$ cat config.mk
export PLATFORM = sky130hd
export DESIGN_NAME = audio_sample_streamer
export DESIGN_NICKNAME = d
export VERILOG_FILES = /design/src/rtl/audio_sample_streamer_pkg.sv /design/src/rtl/sample_fifo.sv /design/src/rtl/audio_sample_streamer.sv
export SDC_FILE = /design/constraint.sdc
export NUM_CORES = 1
export LEC_CHECK = 0
export CAP_MARGIN = 30
export CORE_MARGIN = 2
export CORE_UTILIZATION = 35
export DETAILED_ROUTE_END_ITERATION = 8
export GPL_TIMING_DRIVEN = 0
export PLACE_DENSITY_LB_ADDON = 0.2
export SETUP_SLACK_MARGIN = 0.02
export SYNTH_ARGS = -nofsm -noshare
export SYNTH_HDL_FRONTEND = slang
export SYNTH_HIERARCHICAL = 1
export SYNTH_SLANG_ARGS = --single-unit
$ cat constraint.sdc
create_clock -name clk -period 12.3 [get_ports clk]
set_clock_uncertainty 0.1 [all_clocks]
set_input_delay 1.845 -clock clk [delete_from_list [all_inputs] [get_ports clk]]
set_output_delay 1.845 -clock clk [all_outputs]
set_load 0.03 [all_outputs]
$ cat src/rtl/audio_sample_streamer_pkg.sv
// Shared audio constants and the playback state type, used by the streamer
// and by anything that needs to recognise the mid-scale silence word.
package audio_sample_streamer_pkg;

  localparam logic [31:0] SILENCE_WORD = 32'h0000_8000;

  localparam int CLK_HZ      = 100_000_000;
  localparam int SAMPLE_HZ   = 44_100;
  // Truncated so the output rate sits slightly above 44.1 kHz rather than below.
  localparam int DIV_DEFAULT = CLK_HZ / SAMPLE_HZ;

  typedef enum logic [1:0] {
    ST_IDLE,
    ST_PRIME,
    ST_RUN
  } state_t;

endpackage

$ cat src/rtl/sample_fifo.sv
// Single-clock sample FIFO with registered read data, occupancy count and
// a same-cycle pop-makes-room rule so a full FIFO can still accept a push.
module sample_fifo #(
  parameter int DEPTH = 16,
  parameter int WIDTH = 32
) (
  input  logic                     clk,
  input  logic                     reset,
  input  logic                     flush,
  input  logic                     push,
  input  logic                     pop,
  input  logic [WIDTH-1:0]         wr_data,
  output logic [WIDTH-1:0]         rd_data,
  output logic [$clog2(DEPTH):0]   level,
  output logic                     full,
  output logic                     empty,
  output logic                     dropped
);

  localparam int AW = $clog2(DEPTH);
  localparam int LW = AW + 1;

  logic [WIDTH-1:0] mem [DEPTH];
  logic [AW-1:0]    wr_ptr;
  logic [AW-1:0]    rd_ptr;
  logic             do_push;
  logic             do_pop;

  assign full    = (level == LW'(DEPTH));
  assign empty   = (level == '0);
  assign do_pop  = pop && !empty && !flush;
  assign do_push = push && !flush && (!full || do_pop);
  // A write discarded by flush is intentional, so it is not reported as a drop.
  assign dropped = push && !flush && !do_push;

  // NOTE: the storage array has no reset; only pointers and level define validity,
  // which keeps the array a plain RAM without a reset fan-out to every word.
  always_ff @(posedge clk) begin
    if (do_push) begin
      mem[wr_ptr] <= wr_data;
    end
  end

  always_ff @(posedge clk) begin
    if (!reset) begin
      wr_ptr  <= '0;
      rd_ptr  <= '0;
      level   <= '0;
      rd_data <= '0;
    end else if (flush) begin
      wr_ptr <= '0;
      rd_ptr <= '0;
      level  <= '0;
    end else begin
      if (do_push) begin
        wr_ptr <= wr_ptr + AW'(1);
      end
      if (do_pop) begin
        rd_ptr  <= rd_ptr + AW'(1);
        rd_data <= mem[rd_ptr];
      end
      unique case ({do_push, do_pop})
        2'b10:   level <= level + LW'(1);
        2'b01:   level <= level - LW'(1);
        default: level <= level;
      endcase
    end
  end

endmodule

$ cat src/rtl/audio_sample_streamer.sv
// Buffers processor sample words and releases them as one-cycle strobes at a
// fixed sample rate, priming before playback and emitting silence on underrun.
module audio_sample_streamer
  import audio_sample_streamer_pkg::*;
#(
  parameter int          DEPTH   = 16,
  parameter int          DIV     = DIV_DEFAULT,
  parameter int          PRIME   = 8,
  parameter logic [31:0] SILENCE = SILENCE_WORD
) (
  input  logic                   clk,
  input  logic                   reset,
  input  logic                   enable,
  input  logic                   flush,
  input  logic                   wr_en,
  input  logic [31:0]            wr_data,
  output logic                   full,
  output logic [$clog2(DEPTH):0] level,
  output logic                   underrun,
  output logic                   overflow,
  input  logic                   err_clr,
  output logic [31:0]            audio_data,
  output logic                   data_valid
);

  localparam int LW = $clog2(DEPTH) + 1;
  localparam int CW = (DIV > 1) ? $clog2(DIV) : 1;

  localparam logic [CW-1:0] CNT_LAST  = CW'(DIV - 1);
  localparam logic [LW-1:0] PRIME_LVL = LW'(PRIME);

  state_t        state;
  logic [CW-1:0] cnt;
  logic          use_silence;
  logic [31:0]   fifo_rd;
  logic          empty;
  logic          dropped;
  logic          tick;
  logic          pop;

  // Dropping enable overrides a coincident tick, so no sample is consumed then.
  assign tick = enable && (state == ST_RUN) && (cnt == CNT_LAST);
  assign pop  = tick && !empty && !flush;

  // The FIFO read register only changes on a pop, so audio_data holds between strobes.
  assign audio_data = use_silence ? SILENCE : fifo_rd;

  sample_fifo #(
    .DEPTH (DEPTH),
    .WIDTH (32)
  ) u_fifo (
    .clk     (clk),
    .reset   (reset),
    .flush   (flush),
    .push    (wr_en),
    .pop     (pop),
    .wr_data (wr_data),
    .rd_data (fifo_rd),
    .level   (level),
    .full    (full),
    .empty   (empty),
    .dropped (dropped)
  );

  always_ff @(posedge clk) begin
    if (!reset) begin
      state       <= ST_IDLE;
      cnt         <= '0;
      data_valid  <= 1'b0;
      use_silence <= 1'b1;
      underrun    <= 1'b0;
      overflow    <= 1'b0;
    end else begin
      data_valid <= 1'b0;

      // NOTE: non-blocking assignments resolve last-writer-wins, so placing the
      // set after the clear makes a same-cycle error event beat err_clr.
      if (err_clr) begin
        underrun <= 1'b0;
        overflow <= 1'b0;
      end
      if (tick && !pop) begin
        underrun <= 1'b1;
      end
      if (dropped) begin
        overflow <= 1'b1;
      end

      if (!enable) begin
        state <= ST_IDLE;
        cnt   <= '0;
        if (state != ST_IDLE) begin
          data_valid  <= 1'b1;
          use_silence <= 1'b1;
        end
      end else begin
        unique case (state)
          ST_IDLE: begin
            cnt   <= '0;
            state <= ST_PRIME;
          end
          ST_PRIME: begin
            cnt <= '0;
            if (level >= PRIME_LVL) begin
              state <= ST_RUN;
            end
          end
          ST_RUN: begin
            if (tick) begin
              cnt         <= '0;
              data_valid  <= 1'b1;
              use_silence <= !pop;
              if (!pop) begin
                state <= ST_PRIME;
              end
            end else begin
              cnt <= cnt + CW'(1);
            end
          end
          default: begin
            cnt   <= '0;
            state <= ST_IDLE;
          end
        endcase
      end
    end
  end

endmodule

==> out/metrics.yaml <==
run_status:
  result_of_the_run: "finished clean"
worst_setup_path:
  timing.critical_path.buf_inv: 5
  timing.critical_path.max_delay_family: "simple AND/OR/NAND/NOR gates"
  worst_r2r_path_depth: 12
  cp.required_ps: 12530
  cp-end-kind: "flop"
  slowest_stage: "nor3_2"
  cp_cell_sequence: "clkdlybuf4s50_1 > and4b_1 > nand2_1 > nor4_1 > inv_1 > a31oi_1 > nand2_1 > nor3_2 > buf_6 > buf_6 > buf_6"
  cp.depth: 11
  worst_ep_arrival_time_ps: 5950
  path_common_cell: "buf_6"
  timing.critical_path.fanout_max: 9
  max_stage_delay_ps: 740
  crit_type: "in -> reg"
  start_kind: "input port"
power_and_ir_drop:
  power_mw: 4.01
  seq_power_share_pct: 53.3
  power_density_cells_nw_per_um2: 148
  power.share.clock_pct: 45.2
  netSwitchingFraction_pct: 19.7
  logic_pwr_share_pct: 1.6
  max_vdd_drop_uv: 109
  internal_cell_power_mw: 3.21
  p_sw_mw: 0.791
  p_leak_nw: 8.10
finish:
  finalNetCount: 1439
  post_route_cells_drive_above_1_share_pct: 18.2
  layout-area-overhead-vs-synth_pct: 21.3
  antenna_diode_instance_count: 0
  final_cell_area_um2: 27000
placed_design:
  io_buffer_count: 78
  placed_area_um2: 24900
  globalplace.congestion: 0.771
  hpwlAfterDp_um: 37000
synthesis:
  syn-instance-count: 1202
  synth.avg_cell_area_um2: 18.5
  yosys_warnings: 6
  ys_ff_latch: 575
  synth_enable_flop_cells: 512
  synthesis.nets: 1251
  synth_sequential_area_ratio_pct: 74.7
  postSynth.topFlopCell: "edfxtp_1"
  synth_cell_type_count: 52
  async_reset_ff_share_pct: 0
  synthesis.area_um2: 22300
detailed_routing:
  drt.antenna.violating_nets: 0
  via_count: 12000
  detail_route.iter0.violations: 1095
  avgViaCountPerCell: 5.26
  wirelength_um: 57400
  first_pass_iters: 5
  drt-wirelength-per-cell_um: 25.1
  remaining_drc_errors: 0
clocking:
  clock_sink_count: 575
  tritoncts_buffer_count: 60
  holdBufCountCts: 0
  cts-root-to-sink-buffers: 3
  worst_skew_pair.late_latency_ps: 630
  clkTransAtPathRegs_ps: 60
  cts-root-buf: "clkbuf_16"
  cts_repair_resize_count: 0
  tritoncts_clock_tree: "yes"
  number_of_levels_in_the_clock_h_tree: 2
  cts.repair_timing.setup_buffer_count: 0
timing:
  tns_ps: 0
  unrepaired_setup_endpoints_after_global_routing: "no"
  final_max_slew_viol_count: 0
  final_count_of_hold_timing_violations: 0
  finalWorstPathRequiredPeriod_ps: 5720
  worst_margin_slew_ps: 1050
  headroom_to_the_max_slew_limit_pct: 30.2
  fin_crit_sh_pct: 46.5
  max_freq_mhz: 175
  setup_viol_count_final: 0
global_routing:
  first_global_vias: 12000
  global_route_wire_length_before_repair_um: 82900
  gr-total-overflow: 0
  grt_start_max_net_pins: 21
  grt_antenna_before_repair: 1
  globalRouteTotalUtil_pct: 17.3
floorplan:
  die_height_um: 256
  core_area_um2: 63000
  full_die_area_um2: 65600
  boundaryPins: 79
  die_width_um: 256
  initial_utilization_pct: 35.4
  rows: 92
hold_path:
  worst_hold_path_type: "reg -> reg"
  min_delay_path_depth: 2
flow_run:
  max_cap_violations: 0
[power groups by stage]
| stage | Sequential [mW] | Combinational, mW | Clock (mW) |
|---|---|---|---|
| 3_3_place_gp | 2.18 | 0.0583 | 0 |
| 4_1_cts | 2.13 | 0.0634 | 1.86 |
| 6_report | 2.13 | 0.0624 | 1.81 |
| 3_5_place_dp | 2.17 | 0.0633 | 0 |
| 5_1_grt | 2.13 | 0.0683 | 1.93 |
| 2_1_floorplan | 2.18 | 0.0167 | 0 |
[flip-flops by register name, summed over array words and instances (netlist names)]
name / count
cnt: 12
data_valid: 1
overflow: 1
state: 2
u_fifo/level: 5
u_fifo/mem: 512
u_fifo/rd_data: 32
u_fifo/rd_ptr: 4
u_fifo/wr_ptr: 4
underrun: 1
use_silence: 1
[worst min-delay path: stages, from the launching register on]
cell      delay (ps)
dfxtp_1          320
nand3_1           60
o221ai_1          70
[cells in the mapped netlist, drive strengths merged (6+ instances only)]
library cell / count / area (um2)
nand2: 14 / 52.6
clkbuf: 38 / 143
mux2i: 145 / 1450
o221ai: 19 / 166
a21oi: 20 / 100
nor2b: 36 / 225
nand2b: 8 / 50.1
nor2: 31 / 116
nand4: 7 / 43.8
ha: 10 / 125
nor4: 18 / 134
buf: 25 / 113
xnor2: 7 / 61.3
o22ai: 52 / 325
xor2: 6 / 52.6
edfxtp: 512 / 15400
nand3: 26 / 130
a211oi: 6 / 45.0
nor3: 9 / 45.0
inv: 9 / 33.8
o21ai: 19 / 95.1
dfxtp: 63 / 1260
mux4: 76 / 1710
[cell families after synthesis]
| family | share of synthesized area (%) |
|---|---|
| muxes | 14.2 |
| adders and majority gates | 0.652 |
| DFF | 74.7 |
| AOI/OAI and AO/OA | 3.93 |
| and+or+nand+nor | 4.68 |
| buffers and inverters | 1.30 |
| xor gates and xnor gates | 0.511 |
[area by class of cell]
| cell class | instances | area (um2) |
|---|---|---|
| buffer | 63 | 255 |
| clock buffer | 84 | 1720 |
| clock inverter | 30 | 290 |
| fill | 5498 | 36000 |
| inverter | 9 | 33.8 |
| multi-input combinational | 555 | 5450 |
| sequential | 575 | 16600 |
| tap | 846 | 1060 |
| timing repair buffer | 126 | 1570 |
[final timing paths]
check                           from                  to  slack [ps]
setup reg to reg              cnt[0]   u_fifo/mem[0][18]        7620
setup / recovery              enable   u_fifo/mem[0][18]        6580
hold / removal    u_fifo/rd_data[12]  u_fifo/rd_data[12]         380
hold reg to reg   u_fifo/rd_data[12]  u_fifo/rd_data[12]         380
[cells in the final DEF, fill, tap and decap left out, types with 8 or more instances in the layout]
cell,n
clkdlybuf4s50_1,78
buf_2,15
buf_6,16
mux2i_1,145
o22ai_1,52
clkbuf_16,61
clkbuf_8,11
inv_1,9
buf_16,8
a21oi_1,20
nor2_4,12
nor4_1,16
dfxtp_1,63
clkinv_2,14
buf_1,10
edfxtp_1,512
buf_8,14
buf_12,8
ha_1,10
nand3_1,26
nor2b_1,36
nand2b_1,8
clkbuf_1,50
nand2_1,14
nor2_1,19
o21ai_0,19
o221ai_1,19
mux4_2,76
[per-stage QoR]
step                      hold slack [ps]  util, %  instances  setup slack [ps]
after floorplan                       345        -       1202              6130
after global placement                356     38.3       2126              1450
after detailed placement              360     39.6       2170              6040
after CTS                             380     42.8       2284              6690
after global routing                  405     42.9       2288              6350
final                                 380     42.9       2288              6580
[metal layers]
metal | up-vias | routed length (um) | GRT usage (%)
li1 | 5268 | - | -
met4 | 2 | 1000 | 4.09
met5 | - | 13 | 0
met3 | 68 | 3400 | 2.80
met2 | 330 | 26700 | 27.3
met1 | 6377 | 26300 | 25.3
Note: power is estimated with default switching activity, not from simulation.
